===== config.mk =====
export PLATFORM = sky130hd
export DESIGN_NAME = adc_input_iq
export DESIGN_NICKNAME = d
export VERILOG_FILES = /design/src/rtl/adc_input_pkg.sv /design/src/rtl/adc_iq_fifo.sv /design/src/rtl/adc_input_iq.sv
export SDC_FILE = /design/constraint.sdc
export NUM_CORES = 1
export LEC_CHECK = 0
export ABC_AREA = 0
export BUFFER_PORTS_ARGS = -buffer_cell sky130_fd_sc_hd__buf_4
export CAP_MARGIN = 0
export CORE_MARGIN = 1.5
export CORE_UTILIZATION = 53
export CTS_CLUSTER_DIAMETER = 30
export CTS_CLUSTER_SIZE = 14
export DETAILED_ROUTE_END_ITERATION = 10
export PLACE_DENSITY = 0.69
export SLEW_MARGIN = 20
export SYNTH_ARGS = -nofsm -noshare
export SYNTH_HDL_FRONTEND = slang
export SYNTH_HIERARCHICAL = 1
export SYNTH_SLANG_ARGS = --single-unit

===== constraint.sdc =====
create_clock -name clk -period 23.4 [get_ports clk]
set_input_delay 4.68 -clock clk [delete_from_list [all_inputs] [get_ports clk]]
set_output_delay 4.68 -clock clk [all_outputs]
set_load 0.1 [all_outputs]

===== src/rtl/adc_input_pkg.sv =====
// Shared constants, pairing FSM encoding and sample conversion for the interleaved I/Q ADC front end.
package adc_input_pkg;

    localparam int unsigned CODING_OFFSET_BIN = 0;
    localparam int unsigned CODING_TWOS_COMP  = 1;
    localparam int unsigned OVF_CNT_W         = 16;
    localparam int unsigned WARM_W            = 3;

    typedef enum logic {
        WAIT_I = 1'b0,
        WAIT_Q = 1'b1
    } pair_state_e;

    // Offset binary becomes two's complement by flipping the MSB; the code is then left-justified.
    function automatic logic [31:0] to_signed_lj(
        input logic [31:0] code,
        input int unsigned adc_w,
        input int unsigned out_w,
        input int unsigned coding
    );
        logic [31:0] c;
        c = code;
        if (coding == CODING_OFFSET_BIN) begin
            c = c ^ (32'd1 << (adc_w - 1));
        end
        return c << (out_w - adc_w);
    endfunction

endpackage


===== src/rtl/adc_iq_fifo.sv =====
// Synchronous show-ahead FIFO; pop_data always presents the oldest entry while valid is high.
module adc_iq_fifo #(
    parameter int unsigned WIDTH = 32,
    parameter int unsigned DEPTH = 16
) (
    input  logic             clk,
    input  logic             reset,
    input  logic             push,
    input  logic [WIDTH-1:0] push_data,
    input  logic             pop,
    output logic [WIDTH-1:0] pop_data,
    output logic             valid,
    output logic             full
);

    localparam int unsigned AW = $clog2(DEPTH);
    localparam int unsigned CW = AW + 1;

    logic [WIDTH-1:0] mem_q [DEPTH];
    logic [WIDTH-1:0] mem_d [DEPTH];
    logic [AW-1:0]    wr_ptr_q, wr_ptr_d;
    logic [AW-1:0]    rd_ptr_q, rd_ptr_d;
    logic [CW-1:0]    count_q, count_d;
    logic             valid_q, valid_d;
    logic             full_q, full_d;
    logic             do_push, do_pop;

    // A push into a full FIFO is still accepted when a pop frees a slot in the same cycle.
    always_comb begin
        do_pop   = pop && valid_q;
        do_push  = push && (!full_q || do_pop);
        mem_d    = mem_q;
        wr_ptr_d = wr_ptr_q;
        rd_ptr_d = rd_ptr_q;
        if (do_push) begin
            mem_d[wr_ptr_q] = push_data;
            wr_ptr_d        = wr_ptr_q + AW'(1);
        end
        if (do_pop) begin
            rd_ptr_d = rd_ptr_q + AW'(1);
        end
        case ({do_push, do_pop})
            2'b10:   count_d = count_q + CW'(1);
            2'b01:   count_d = count_q - CW'(1);
            default: count_d = count_q;
        endcase
        valid_d = (count_d != '0);
        full_d  = (count_d == CW'(DEPTH));
    end

    always_ff @(posedge clk or posedge reset) begin
        if (reset) begin
            for (int i = 0; i < int'(DEPTH); i++) begin
                mem_q[i] <= '0;
            end
            wr_ptr_q <= '0;
            rd_ptr_q <= '0;
            count_q  <= '0;
            valid_q  <= 1'b0;
            full_q   <= 1'b0;
        end else begin
            mem_q    <= mem_d;
            wr_ptr_q <= wr_ptr_d;
            rd_ptr_q <= rd_ptr_d;
            count_q  <= count_d;
            valid_q  <= valid_d;
            full_q   <= full_d;
        end
    end

    assign pop_data = mem_q[rd_ptr_q];
    assign valid    = valid_q;
    assign full     = full_q;

endmodule


===== src/rtl/adc_input_iq.sv =====
// Interleaved I/Q ADC front end: conversion clock, latency-compensated channel pairing, pair FIFO, AXI-Stream out.
// Define ADC_INPUT_OVF_COUNT_EN to add the saturating ovf_count output.
module adc_input_iq
    import adc_input_pkg::*;
#(
    parameter int unsigned ADC_WIDTH   = 10,
    parameter int unsigned OUT_WIDTH   = 16,
    parameter int unsigned CODING      = 0,
    parameter int unsigned CLK_DIV     = 2,
    parameter int unsigned ADC_LATENCY = 3,
    parameter int unsigned FIFO_DEPTH  = 16
) (
    input  logic                   clk,
    input  logic                   reset,
    input  logic                   enable,
    input  logic                   clr_ovf,
    input  logic [ADC_WIDTH-1:0]   adc_input,
    output logic                   adc_clk,
    output logic                   adc_iq_sel,
    output logic [2*OUT_WIDTH-1:0] tdata_m,
    output logic                   tvalid_m,
    input  logic                   tready_m,
`ifdef ADC_INPUT_OVF_COUNT_EN
    output logic [OVF_CNT_W-1:0]   ovf_count,
`endif
    output logic                   ovf
);

    localparam int unsigned DIV_W  = (CLK_DIV > 1) ? $clog2(CLK_DIV) : 1;
    localparam int unsigned HIST_W = (ADC_LATENCY > 0) ? ADC_LATENCY : 1;
    localparam int unsigned PAIR_W = 2 * OUT_WIDTH;

    logic [DIV_W-1:0]     div_cnt_q, div_cnt_d;
    logic                 adc_clk_q, adc_clk_d;
    logic                 iq_sel_q, iq_sel_d;
    logic [HIST_W-1:0]    sel_hist_q, sel_hist_d;
    logic [WARM_W-1:0]    warm_q, warm_d;
    pair_state_e          state_q, state_d;
    logic [OUT_WIDTH-1:0] i_half_q, i_half_d;
    logic [PAIR_W-1:0]    pair_q, pair_d;
    logic                 push_q, push_d;
    logic                 ovf_q, ovf_d;

    logic                 div_wrap;
    logic                 conv_evt;
    logic                 sel_new;
    logic [HIST_W:0]      hist_shift;
    logic                 samp_is_i;
    logic                 samp_ok;
    logic [OUT_WIDTH-1:0] samp_lj;
    logic                 fifo_valid, fifo_full, fifo_pop, drop;
    logic [PAIR_W-1:0]    fifo_data;

    // A conversion is the edge that drives adc_clk from 1 to 0; the oldest history bit names the sample's channel.
    always_comb begin
        div_wrap   = (div_cnt_q == DIV_W'(CLK_DIV - 1));
        conv_evt   = enable && div_wrap && adc_clk_q;
        sel_new    = ~iq_sel_q;
        hist_shift = {sel_hist_q, sel_new};
        samp_is_i  = hist_shift[ADC_LATENCY];
        samp_ok    = conv_evt && (warm_q == WARM_W'(ADC_LATENCY));
        samp_lj    = OUT_WIDTH'(to_signed_lj(32'(adc_input), ADC_WIDTH, OUT_WIDTH, CODING));
    end

    always_comb begin
        div_cnt_d  = div_cnt_q;
        adc_clk_d  = adc_clk_q;
        iq_sel_d   = iq_sel_q;
        sel_hist_d = sel_hist_q;
        warm_d     = warm_q;
        state_d    = state_q;
        i_half_d   = i_half_q;
        pair_d     = pair_q;
        push_d     = 1'b0;
        if (!enable) begin
            div_cnt_d  = '0;
            adc_clk_d  = 1'b0;
            iq_sel_d   = 1'b0;
            sel_hist_d = '0;
            warm_d     = '0;
            state_d    = WAIT_I;
        end else begin
            if (div_wrap) begin
                div_cnt_d = '0;
                adc_clk_d = ~adc_clk_q;
            end else begin
                div_cnt_d = div_cnt_q + DIV_W'(1);
            end
            if (conv_evt) begin
                iq_sel_d   = sel_new;
                sel_hist_d = hist_shift[HIST_W-1:0];
                if (!samp_ok) begin
                    warm_d = warm_q + WARM_W'(1);
                end
            end
            if (samp_ok) begin
                case (state_q)
                    WAIT_I: begin
                        if (samp_is_i) begin
                            i_half_d = samp_lj;
                            state_d  = WAIT_Q;
                        end
                    end
                    WAIT_Q: begin
                        // A repeated I restarts the pair rather than pairing across a gap.
                        if (samp_is_i) begin
                            i_half_d = samp_lj;
                        end else begin
                            pair_d  = {samp_lj, i_half_q};
                            push_d  = 1'b1;
                            state_d = WAIT_I;
                        end
                    end
                    default: state_d = WAIT_I;
                endcase
            end
        end
    end

    always_comb begin
        fifo_pop = fifo_valid && tready_m;
        drop     = push_q && fifo_full && !fifo_pop;
        ovf_d    = ovf_q;
        if (drop) begin
            ovf_d = 1'b1;
        end else if (clr_ovf) begin
            ovf_d = 1'b0;
        end
    end

    always_ff @(posedge clk or posedge reset) begin
        if (reset) begin
            div_cnt_q  <= '0;
            adc_clk_q  <= 1'b0;
            iq_sel_q   <= 1'b0;
            sel_hist_q <= '0;
            warm_q     <= '0;
            state_q    <= WAIT_I;
            i_half_q   <= '0;
            pair_q     <= '0;
            push_q     <= 1'b0;
            ovf_q      <= 1'b0;
        end else begin
            div_cnt_q  <= div_cnt_d;
            adc_clk_q  <= adc_clk_d;
            iq_sel_q   <= iq_sel_d;
            sel_hist_q <= sel_hist_d;
            warm_q     <= warm_d;
            state_q    <= state_d;
            i_half_q   <= i_half_d;
            pair_q     <= pair_d;
            push_q     <= push_d;
            ovf_q      <= ovf_d;
        end
    end

`ifdef ADC_INPUT_OVF_COUNT_EN
    logic [OVF_CNT_W-1:0] ovf_cnt_q, ovf_cnt_d;

    // Saturating drop counter; a drop in the clearing cycle leaves a count of one.
    always_comb begin
        ovf_cnt_d = ovf_cnt_q;
        if (clr_ovf) begin
            ovf_cnt_d = drop ? OVF_CNT_W'(1) : '0;
        end else if (drop && (ovf_cnt_q != '1)) begin
            ovf_cnt_d = ovf_cnt_q + OVF_CNT_W'(1);
        end
    end

    always_ff @(posedge clk or posedge reset) begin
        if (reset) begin
            ovf_cnt_q <= '0;
        end else begin
            ovf_cnt_q <= ovf_cnt_d;
        end
    end

    assign ovf_count = ovf_cnt_q;
`endif

    adc_iq_fifo #(
        .WIDTH (PAIR_W),
        .DEPTH (FIFO_DEPTH)
    ) u_fifo (
        .clk       (clk),
        .reset     (reset),
        .push      (push_q),
        .push_data (pair_q),
        .pop       (fifo_pop),
        .pop_data  (fifo_data),
        .valid     (fifo_valid),
        .full      (fifo_full)
    );

    assign adc_clk    = adc_clk_q;
    assign adc_iq_sel = iq_sel_q;
    assign tdata_m    = fifo_data;
    assign tvalid_m   = fifo_valid;
    assign ovf        = ovf_q;

endmodule

* Word level (Yosys, flattened, before mapping)
Index checks and enable logic that the tools add are counted. W data, S select, Z words.
Storage, ports and cells: register bits 581, word-level logic and storage cells 99
Operators by class: add/subtract/negate cells 6, order comparisons 3, equality and inequality tests 8, muxes and demuxes 28, bitwise operators 6, reduce and logical (&&, ||, !) cells 17
Operators with widths (number):
- $bwmux W512 | 1
- $bmux W32 S4 | 1
- $demux W32 S4 | 1
- $mux W32 | 3
- $mux W16 | 1
- $mux W1 | 15
- $mux W3 | 5
- $ge A5 B5 Y1 const B | 2
- $not A4 Y5 | 2
- $pmux W5 S2 | 1
- $logic_and A1 B1 Y1 | 9
- $add A4 B1 Y4 const B | 2
- $ne A2 B1 Y1 const B | 3
- $add A5 B1 Y5 const B | 1
- $eq A5 B5 Y1 const B | 1
- $lt A5 B1 Y1 const B | 1
- $reduce_bool A5 Y1 | 1
- $sub A5 B1 Y5 const B | 1
- $not A1 Y1 | 4
- $reduce_and A4 Y1 | 1
- $add A3 B1 Y3 const B | 1
- $eq A3 B2 Y1 const B | 1
- $reduce_and A3 Y1 | 1
- $eq A2 B1 Y1 const B | 1
- other kinds (7) | 8

* Depth between registers and ports, before layout
Gate-level depths: netlist (run 1).
word-level depth 7, mapped depth 13, gate-level depth less buffers 12

* Modules after synthesis
The synthesis (run 1) kept the hierarchy.
Modules (own cells, without submodules):
- adc_iq_fifo | instances 1, cells each 1399, area an instance 23685.2 um2
- adc_input_iq | instances 1, cells each 109, area an instance 1717.9 um2

* Worst setup path before layout (run 1)
Ideal clock, no wire load.
path kind input to register, from in tready_m, to reg u_fifo.valid_q, in the netlist u_fifo/valid, arrival time 7.171 ns, required time 23.262 ns, setup slack 16.090 ns, stages 13, path through and2_1 > nand2_1 > a21boi_1 > buf_2 > inv_1 > ha_1 > xor2_1 > ha_1 > o21ai_0 > a221oi_1 > o211ai_1 > xor2_1 > or4b_1
On the way: word-level cells in the longest chain between the ends 7
RTL lines:
- start, declared | line adc_input_iq.sv:22 | input logic tready_m,
- $logic_and A1 B1 Y1 * | line adc_input_iq.sv:121 | fifo_pop = fifo_valid && tready_m;
- $logic_and A1 B1 Y1 * | line adc_iq_fifo.sv:30 | do_pop = pop && valid_q;
- $logic_or A1 B1 Y1 | line adc_iq_fifo.sv:31 | do_push = push && (!full_q || do_pop);
- $logic_and A1 B1 Y1 | line adc_iq_fifo.sv:31
- $eq A2 B1 Y1 or $eq A2 B2 Y1 (tied branches) | line adc_iq_fifo.sv:42 | case ({do_push, do_pop})
- $pmux W5 S2 * | line adc_iq_fifo.sv:42
- $reduce_bool A5 Y1 * | line adc_iq_fifo.sv:47 | valid_d = (count_d != '0);
- net u_fifo.valid_d | line adc_iq_fifo.sv:24 | logic valid_q, valid_d;
- end signal, assigned | line adc_iq_fifo.sv:66 | valid_q <= valid_d;
- end, declared | line adc_iq_fifo.sv:24
The timed path passes the listed nets; every way through them passes the cells marked *. A chain may end at the register's enable or synchronous reset.

* Worst setup path in the final report (run 1)
from reg u_fifo.rd_ptr_q[0], to out tdata_m[28]
On the way: word-level cells in the longest chain between the ends 4
RTL lines:
- start, declared | line adc_iq_fifo.sv:22 | logic [AW-1:0] rd_ptr_q, rd_ptr_d;
- start signal, assigned | line adc_iq_fifo.sv:64 | rd_ptr_q <= rd_ptr_d;
- $not A4 Y5 (implied by the code) | line adc_iq_fifo.sv:71 | assign pop_data = mem_q[rd_ptr_q];
- $bmux W32 S4 | line adc_iq_fifo.sv:71
- $mux W32 (implied by the code) (2 in a row) | line adc_iq_fifo.sv:71
- end, declared | line adc_input_iq.sv:20 | output logic [2*OUT_WIDTH-1:0] tdata_m,
No other way between the ends. The select of a mux whose other input is x is not followed.

==> results.md, run 1 <==
* Power Dens Cells at 99.0 nW/µm²
* Max Cap Viol at 0
* Largest net degree at the start of global routing at 179
* Mapped Cells at 1508
* Row count at 80
* Syn Std Cell Area at 25400 µm²
* Measured slew at the worst slew-check pin at 1.13 ns
* Worst vdd ir at 0.104 mV
* Max Buffers Root-to-Sink at 3
* Die area at 49300 µm²
* Yosys reg bits at 568
* Crit-path cells: buf_4, buf_4, mux4_2, mux4_2, buf_4
* Core region area at 47500 µm²
* Delay-heaviest family, CP: buffers and inverters
* DIE HEIGHT at 222 µm
* TNS Setup at 0 ns
* Reg power frac at 35.2%
* I/O pin total at 51
* Drt wl/cell at 24.1 µm
* Initial core utilization at 53.4%
* Leak Pwr at 15.6 nW
* Post-CTS Resized at 0
* Placed instance area at 26500 µm²
* Final hold slack at 0.482 ns
* Fin util at 64.5%
* Setup Skew at 0.0333 ns
* Synthesis-to-layout area growth at 20.8%
* Final period utilization at 40.3%
* DIE WIDTH at 222 µm
* Final Cell Area at 30700 µm²
* CTS HTree Levels at 3
* Root Driver: clkbuf_16
* Initial antenna violation count at 2
* # placed instances at 2157
* DR iter-0 viols at 948
* ANT nets after route at 0
* Non-filler cells in the finished layout at 2385
* Via count at 13800
* Final #Nets at 1688
* Pre-CTS WS at 14.48 ns
* Tmin final at 9.44 ns
* Grt total ovfl at 0
* Slew margin rel. at 24.4%
* Clock Sinks at 568
* Layout cells sized above 1 at 28.8%
* WP data arrival at 4.76 ns
* Syn. warnings at 6
* Sequential fraction of the synthesis area at 56.0%
* Switching Share at 25.5%
* CTS tree: yes
* Inserted Clock Buffers at 119
* Critical Path Source Type: flip-flop
* CP max FO at 47
* Max incr delay on CP at 0.98 ns
* Netlist cell types at 43
* Vias in the first global route at 15400
* Final setup fails at 0
* NetSw at 0.775 mW
* Gpl congestion at 0.736
* CTS Hold Bufs at 0
* HPWL after detailed placement at 32.0 mm
* Clock network fraction of total power at 55.1%
* First-pass GRT wire length at 91.9 mm
* CP required at 18.72 ns
* WP buf/inv at 3
* Asr flop ratio synth at 100%
* Slowest stage cell, crit path: dfrtp_4
* Crit Path Class: flip-flop to output pin
* PnR worst setup slack at 13.96 ns
* Clk slew on worst S/H paths at 0.05 ns
* TritonRoute pass-1 iters at 4
* Pwr Total at 3.04 mW
* Avg Vias per Cell at 5.78
* Ys flop type: dfrtp_1
* Status: complete, no violations
* Post-Syn Area per Cell at 16.8 µm²
* GR Util All Layers at 24.7%
* Fin. max-slew vios at 0
* Design internal power at 2.26 mW
* RSZ-0062 raised after global routing: false
* DR DRC count at 0
* Hold Path Class: flip-flop to flip-flop
* Max Fclk at 106 MHz
* Comb pwr share at 9.7%
* Number of synthesized flops with an enable pin at 0
* Postcts setup bufs at 0
* Skew-Pair Late Insertion Delay at 0.65 ns
* PortBufs at 50
* Filler Cell Count at 3308
* Routed WL at 57.5 mm
* Most used cell, CP: buf_4
* Final hold viol count at 0
* Crit path capture type: output pin
metal layers:
metal	track usage [%]	vias to the layer above	share of wire, %
li1	-	5903	-
met4	7.31	0	2.0
met2	38.6	347	48
met5	0	-	0
met3	5.05	87	6.3
met1	35.2	7453	44
cells by family after synthesis:
kind of cell	after synthesis	synth area share [%]
xor+xnor	15	0.517
other cells	1	0.0148
simple gates	52	1.22
buf+inv	139	2.71
mux	707	38.7
fa+ha+maj	10	0.493
compound gates	16	0.414
flops	568	56.0
cell usage after synthesis (2+ instances only):
cell        n  area, µm²
nand3_1    15       75.1
o21ai_0     3       15.0
buf_2      54        270
inv_1      12       45.0
mux2_4     18        270
a21boi_0    2       15.0
nor2b_1     4       25.0
mux2i_1     5       50.1
a21oi_1     3       15.0
buf_1       6       22.5
mux2_2     14        158
dfrtp_1   568      14200
mux4_2    160       3600
nor2_1      3       11.3
nand4_1     6       37.5
buf_6       9        101
and2_1      5       31.3
ha_1       10        125
buf_12      2       40.0
clkbuf_1   56        210
nor3b_1     2       15.0
nand2_1     8       30.0
mux2_1    510       5740
xnor2_1    10       87.6
xor2_1      5       43.8
power groups by stage:
| stage | clock network, mW | registers [mW] | logic [mW] |
|---|---|---|---|
| after floorplan | 0 | 1.02 | 0.293 |
| after global placement | 0 | 1.08 | 0.293 |
| after detailed placement | 0 | 1.09 | 0.298 |
| after CTS | 1.70 | 1.07 | 0.299 |
| after global routing | 1.75 | 1.07 | 0.320 |
| final | 1.67 | 1.07 | 0.295 |
final timing paths:
kind | cells past startpoint | slack, ns | startpoint | end
max | 5 | 13.96 | u_fifo/rd_ptr_q[0]$_DFFE_PP0P_ | tdata_m[28]
min | 1 | 0.48 | u_fifo/mem_q[50]$_DFFE_PP0P_ | u_fifo/mem_q[50]$_DFFE_PP0P_
max reg2reg | 12 | 19.75 | u_fifo/valid$_DFF_PP0_ | u_fifo/valid$_DFF_PP0_
min reg2reg | 1 | 0.48 | u_fifo/mem_q[50]$_DFFE_PP0P_ | u_fifo/mem_q[50]$_DFFE_PP0P_
max in group asynchronous | 4 | 16.90 | reset | u_fifo/mem_q[185]$_DFFE_PP0P_
min in group asynchronous | 2 | 4.18 | reset | u_fifo/count_q[4]$_DFF_PP0_
sequential cells by signal, indices dropped and copies added (netlist names), 2 cells and up:
signal           count
u_fifo/mem_q       512
sel_hist_q           2
u_fifo/wr_ptr_q      4
pair_q              20
u_fifo/count_q       5
warm_q               3
i_half_q            10
u_fifo/rd_ptr_q      4
layout make-up:
type                            count  area (µm²)  share of cell area [%]
Timing Repair Buffer               78         606                    1.97
Clock inverter                     70         731                    2.38
Clock buffer                      156        3410                    11.1
Sequential cell                   568       14200                    46.4
Multi-Input combinational cell    884       10900                    35.5
Inverter                           12        52.6                   0.171
Tap cell                          615         769                    2.51
Antenna cell                        2        5.00                  0.0163
cell usage in the layout (no fill, tap or decap), types with 2 or more instances in the layout:
cell,count
bufinv_16,10
nand2_1,8
clkbuf_16,121
clkbuf_8,25
a21oi_1,3
mux2i_1,5
a21boi_0,2
dfrtp_1,564
diode_2,2
conb_1,84
mux2_4,18
nand3_1,3
xor2_1,5
clkinv_4,6
nor2_1,3
nand3_2,13
dfrtp_4,2
clkinv_2,30
xnor2_1,10
dfrtp_2,2
clkbuf_1,10
mux4_2,160
clkinvlp_4,15
clkinv_8,2
mux2_1,510
mux2_2,14
inv_6,6
inv_1,10
buf_4,75
nor3b_1,2
buf_6,2
nand4_1,6
and2_1,5
ha_1,10
nor2b_1,4
o21ai_0,3
Power figures use the tool's default switching activity.
==> inputs of run 2 (changes only) <==
Settings changed: ABC_AREA 0 to 1.
Clock period 23.4 ns to 8.75 ns, I/O delays scaled along.
==> results.md, run 2 <==
* RSZ-0062 raised after global routing: false (unchanged)
* M3 GR Usage at 4.73% (was 5.05%)
* Clock Sinks at 568 (unchanged)
* Synth cell count leaders: dfrtp_1 (568), nand2_1 (519), o21ai_0 (512), a21oi_1 (343), nor2_1 (266) (was dfrtp_1 (568), mux2_1 (510), mux4_2 (160), clkbuf_1 (56), buf_2 (54))
* DR DRC count at 0 (unchanged)
* Max Cap Viol at 0 (unchanged)
* DIE WIDTH at 223 µm (was 222 µm)
* Crit Path Class: flip-flop to output pin (unchanged)
* Register area at 14200 µm² (about the same)
* Drt wl/cell at 18.7 µm (was 24.1 µm)
* I/O pin total at 51 (unchanged)
* CP Launch Point: u_fifo/rd_ptr_q[1]$_DFFE_PP0P_ (was u_fifo/rd_ptr_q[0]$_DFFE_PP0P_)
* Final period utilization at 69.3%
* Fin. max-slew vios at 0 (unchanged)
* Ant diodes at 0 (was 2)
* Final setup fails at 0 (unchanged)
* Ys flop type: dfrtp_1 (unchanged)
* Largest Register: u_fifo/mem_q (unchanged)
* Layout cells sized above 1 at 10.1% (was 28.8%)
* Yosys reg bits at 568 (unchanged)
* Gpl congestion at 0.780 (was 0.736)
* Power Dens Cells at 242 nW/µm² (was 99.0 nW/µm²)
* Tmin final at 6.07 ns
* Post-Syn Area per Cell at 8.52 µm² (was 16.8 µm²)
* CP endpoint: tdata_m[9] (was tdata_m[28])
* Area leader, netlist: dfrtp_1 (unchanged)
* Netlist cell types at 31 (was 43)
* Core region area at 47800 µm² (was 47500 µm²)
* Root Driver: clkbuf_16 (unchanged)
* Initial core utilization at 53.8% (was 53.4%)
* Final Cell Area at 30800 µm² (was 30700 µm²)
* Row count at 80 (unchanged)
* DIE HEIGHT at 223 µm (was 222 µm)
* R2r startpoint: u_fifo/valid$_DFF_PP0_ (unchanged)
* Filler Cell Count at 3944 (was 3308)
* Routed WL at 71.1 mm (was 57.5 mm)
* Asr flop ratio synth at 100% (unchanged)
* RR Endpoint: u_fifo/valid$_DFF_PP0_ (unchanged)
* Vias in the first global route at 21100 (was 15400)
* First-pass GRT wire length at 114 mm (was 91.9 mm)
* Via count at 21600 (was 13800)
* ANT nets after route at 0 (unchanged)
* Largest net degree at the start of global routing at 167 (was 179)
* Sequential fraction of the synthesis area at 55.2% (was 56.0%)
* Final #Nets at 3117 (was 1688)
* R2R Setup Slk at 5.96 ns (was 19.75 ns)
* Syn Std Cell Area at 25700 µm² (was 25400 µm²)
* Mapped Cells at 3021 (was 1508)
* Slew margin rel. at 28.8% (was 24.4%)
* Status: complete, no violations (unchanged)
* Post-synth top area share at 55.2% (was 56.0%)
* Most frequent cells in the layout: dfrtp_1 (563), nand2_1 (519), o21ai_0 (512) (was dfrtp_1 (564), mux2_1 (510), mux4_2 (160))
* CTS Hold Bufs at 0 (unchanged)
* Number of synthesized flops with an enable pin at 0 (unchanged)
* Critical Path Source Type: flip-flop (unchanged)
* Max Buffers Root-to-Sink at 3 (unchanged)
* DR iter-0 viols at 1999 (was 948)
* Most common cell in the netlist: dfrtp_1 (unchanged)
* Met2 Use GR at 46.9% (was 38.6%)
* Leak Pwr at 14.7 nW (was 15.6 nW)
* Syn. warnings at 6 (unchanged)
* Largest regs: u_fifo/mem_q x512, pair_q x20, i_half_q x10 (unchanged)
* Placed instance area at 26500 µm² (about the same)
* Global routing usage on met1 at 40.3% (was 35.2%)
* CTS tree: yes (unchanged)
* Postcts setup bufs at 0 (unchanged)
* Most used routing layer: met2 (unchanged)
* Hold Path Class: flip-flop to flip-flop (unchanged)
* Most common cell after layout, fill and taps aside: dfrtp_1 (unchanged)
* Multi-input combinational cell area at 9870 µm² (was 10900 µm²)
* Initial antenna violation count at 0 (was 2)
* Skew-Pair Late Insertion Delay at 0.65 ns (about the same)
* Clk slew on worst S/H paths at 0.05 ns (about the same)
* Ranking of synthesized cells by area: dfrtp_1 (55%), o21ai_0 (10%), nand2_1 (7.6%) (was dfrtp_1 (56%), mux2_1 (23%), mux4_2 (14%))
* Max Fclk at 165 MHz
* Avg Vias per Cell at 5.67 (was 5.78)
* CP required at 7.00 ns (was 18.72 ns)
* Final hold slack at 0.477 ns (was 0.482 ns)
* Max reg flops at 512 (unchanged)
* Worst Hold Launch: u_fifo/mem_q[46]$_DFFE_PP0P_ (was u_fifo/mem_q[50]$_DFFE_PP0P_)
* CTS HTree Levels at 3 (unchanged)
* Worst vdd ir at 0.170 mV (was 0.104 mV)
* TNS Setup at 0 ns (unchanged)
* Post-CTS Resized at 0 (unchanged)
* TritonRoute pass-1 iters at 6 (was 4)
* CP max FO at 73 (was 47)
* Reg2Reg Depth at 16 (was 12)
* HPWL after detailed placement at 36.1 mm (was 32.0 mm)
* WP data arrival at 4.32 ns (was 4.76 ns)
* Grt total ovfl at 0 (unchanged)
* Synthesis-to-layout area growth at 19.5% (was 20.8%)
* Final hold viol count at 0 (unchanged)
* Measured slew at the worst slew-check pin at 1.07 ns (was 1.13 ns)
* Setup Skew at 0.0176 ns (was 0.0333 ns)
* PortBufs at 50 (unchanged)
* Die area at 49900 µm² (was 49300 µm²)
* GR Util All Layers at 29.2% (was 24.7%)
* Inserted Clock Buffers at 118 (was 119)
* Fin util at 64.3% (was 64.5%)
* Crit path capture type: output pin (unchanged)
[run 2: how the worst min path moves through the flow]
stage | to | slack (ns) | depth (start not counted)
6_report | u_fifo/mem_q[46]$_DFFE_PP0P_ | 0.48 | 2
5_1_grt | warm_q[2]$_DFFE_PP0P_ | 0.49 | 2
4_1_cts | warm_q[2]$_DFFE_PP0P_ | 0.47 | 2
3_5_place_dp | i_half_q[13]$_DFFE_PP0P_ | 0.46 | 2
3_3_place_gp | i_half_q[14]$_DFFE_PP0P_ | 0.46 | 2
2_1_floorplan | warm_q[2]$_DFFE_PP0P_ | 0.44 | 2
[run 2: through the flow]
step | power (mW) | std cells | setup slack, ns
after detailed placement | 2.77 | 3587 | 3.57
after CTS | 7.48 | 3803 | 2.78
after floorplan | 2.74 | 3104 | -0.162
after global routing | 7.63 | 3803 | 2.60
final | 7.43 | 3803 | 2.68
after global placement | 2.76 | 3587 | 3.63
[run 2: critical path, cell delays in order (launching register included)]
cell      delay [ns]
dfrtp_4         0.81
buf_4           0.78
buf_4           0.79
o21ai_0         0.28
o221ai_1        0.29
nand3_1         0.10
nand2_1         0.15
buf_4           0.31
[run 2: power by group]
part | switching (mW) | internal (mW)
clock | 1.40 | 3.30
combinational | 0.0765 | 0.0102
sequential | 0.00195 | 2.64
total | 1.48 | 5.95
[run 2: cell families after synthesis]
kind of cell	count (synthesis)	share of synthesized area (%)
AO/OA/AOI/OAI	993	20.4
XOR/XNOR	7	0.238
adder cells (fa/ha/maj)	10	0.486
buffers and inverters	479	7.76
flip-flops	568	55.2
other	1	0.0146
AND/OR/NAND/NOR	963	15.9
[run 2: cell type report]
| type | count | area share [%] |
|---|---|---|
| Timing Repair Buffer | 84 | 2.13 |
| Clock inverter | 62 | 3.04 |
| Clock buffer | 154 | 10.8 |
| Sequential cell | 568 | 46.2 |
| Inverter | 263 | 3.23 |
| Tap cell | 615 | 2.50 |
| Multi-Input combinational cell | 2057 | 32.1 |
[run 2: metal layers]
layer,wire length [µm],up-vias
met5,0,-
met4,2060,0
met3,4740,152
met2,33400,766
met1,30800,10500
li1,-,10200
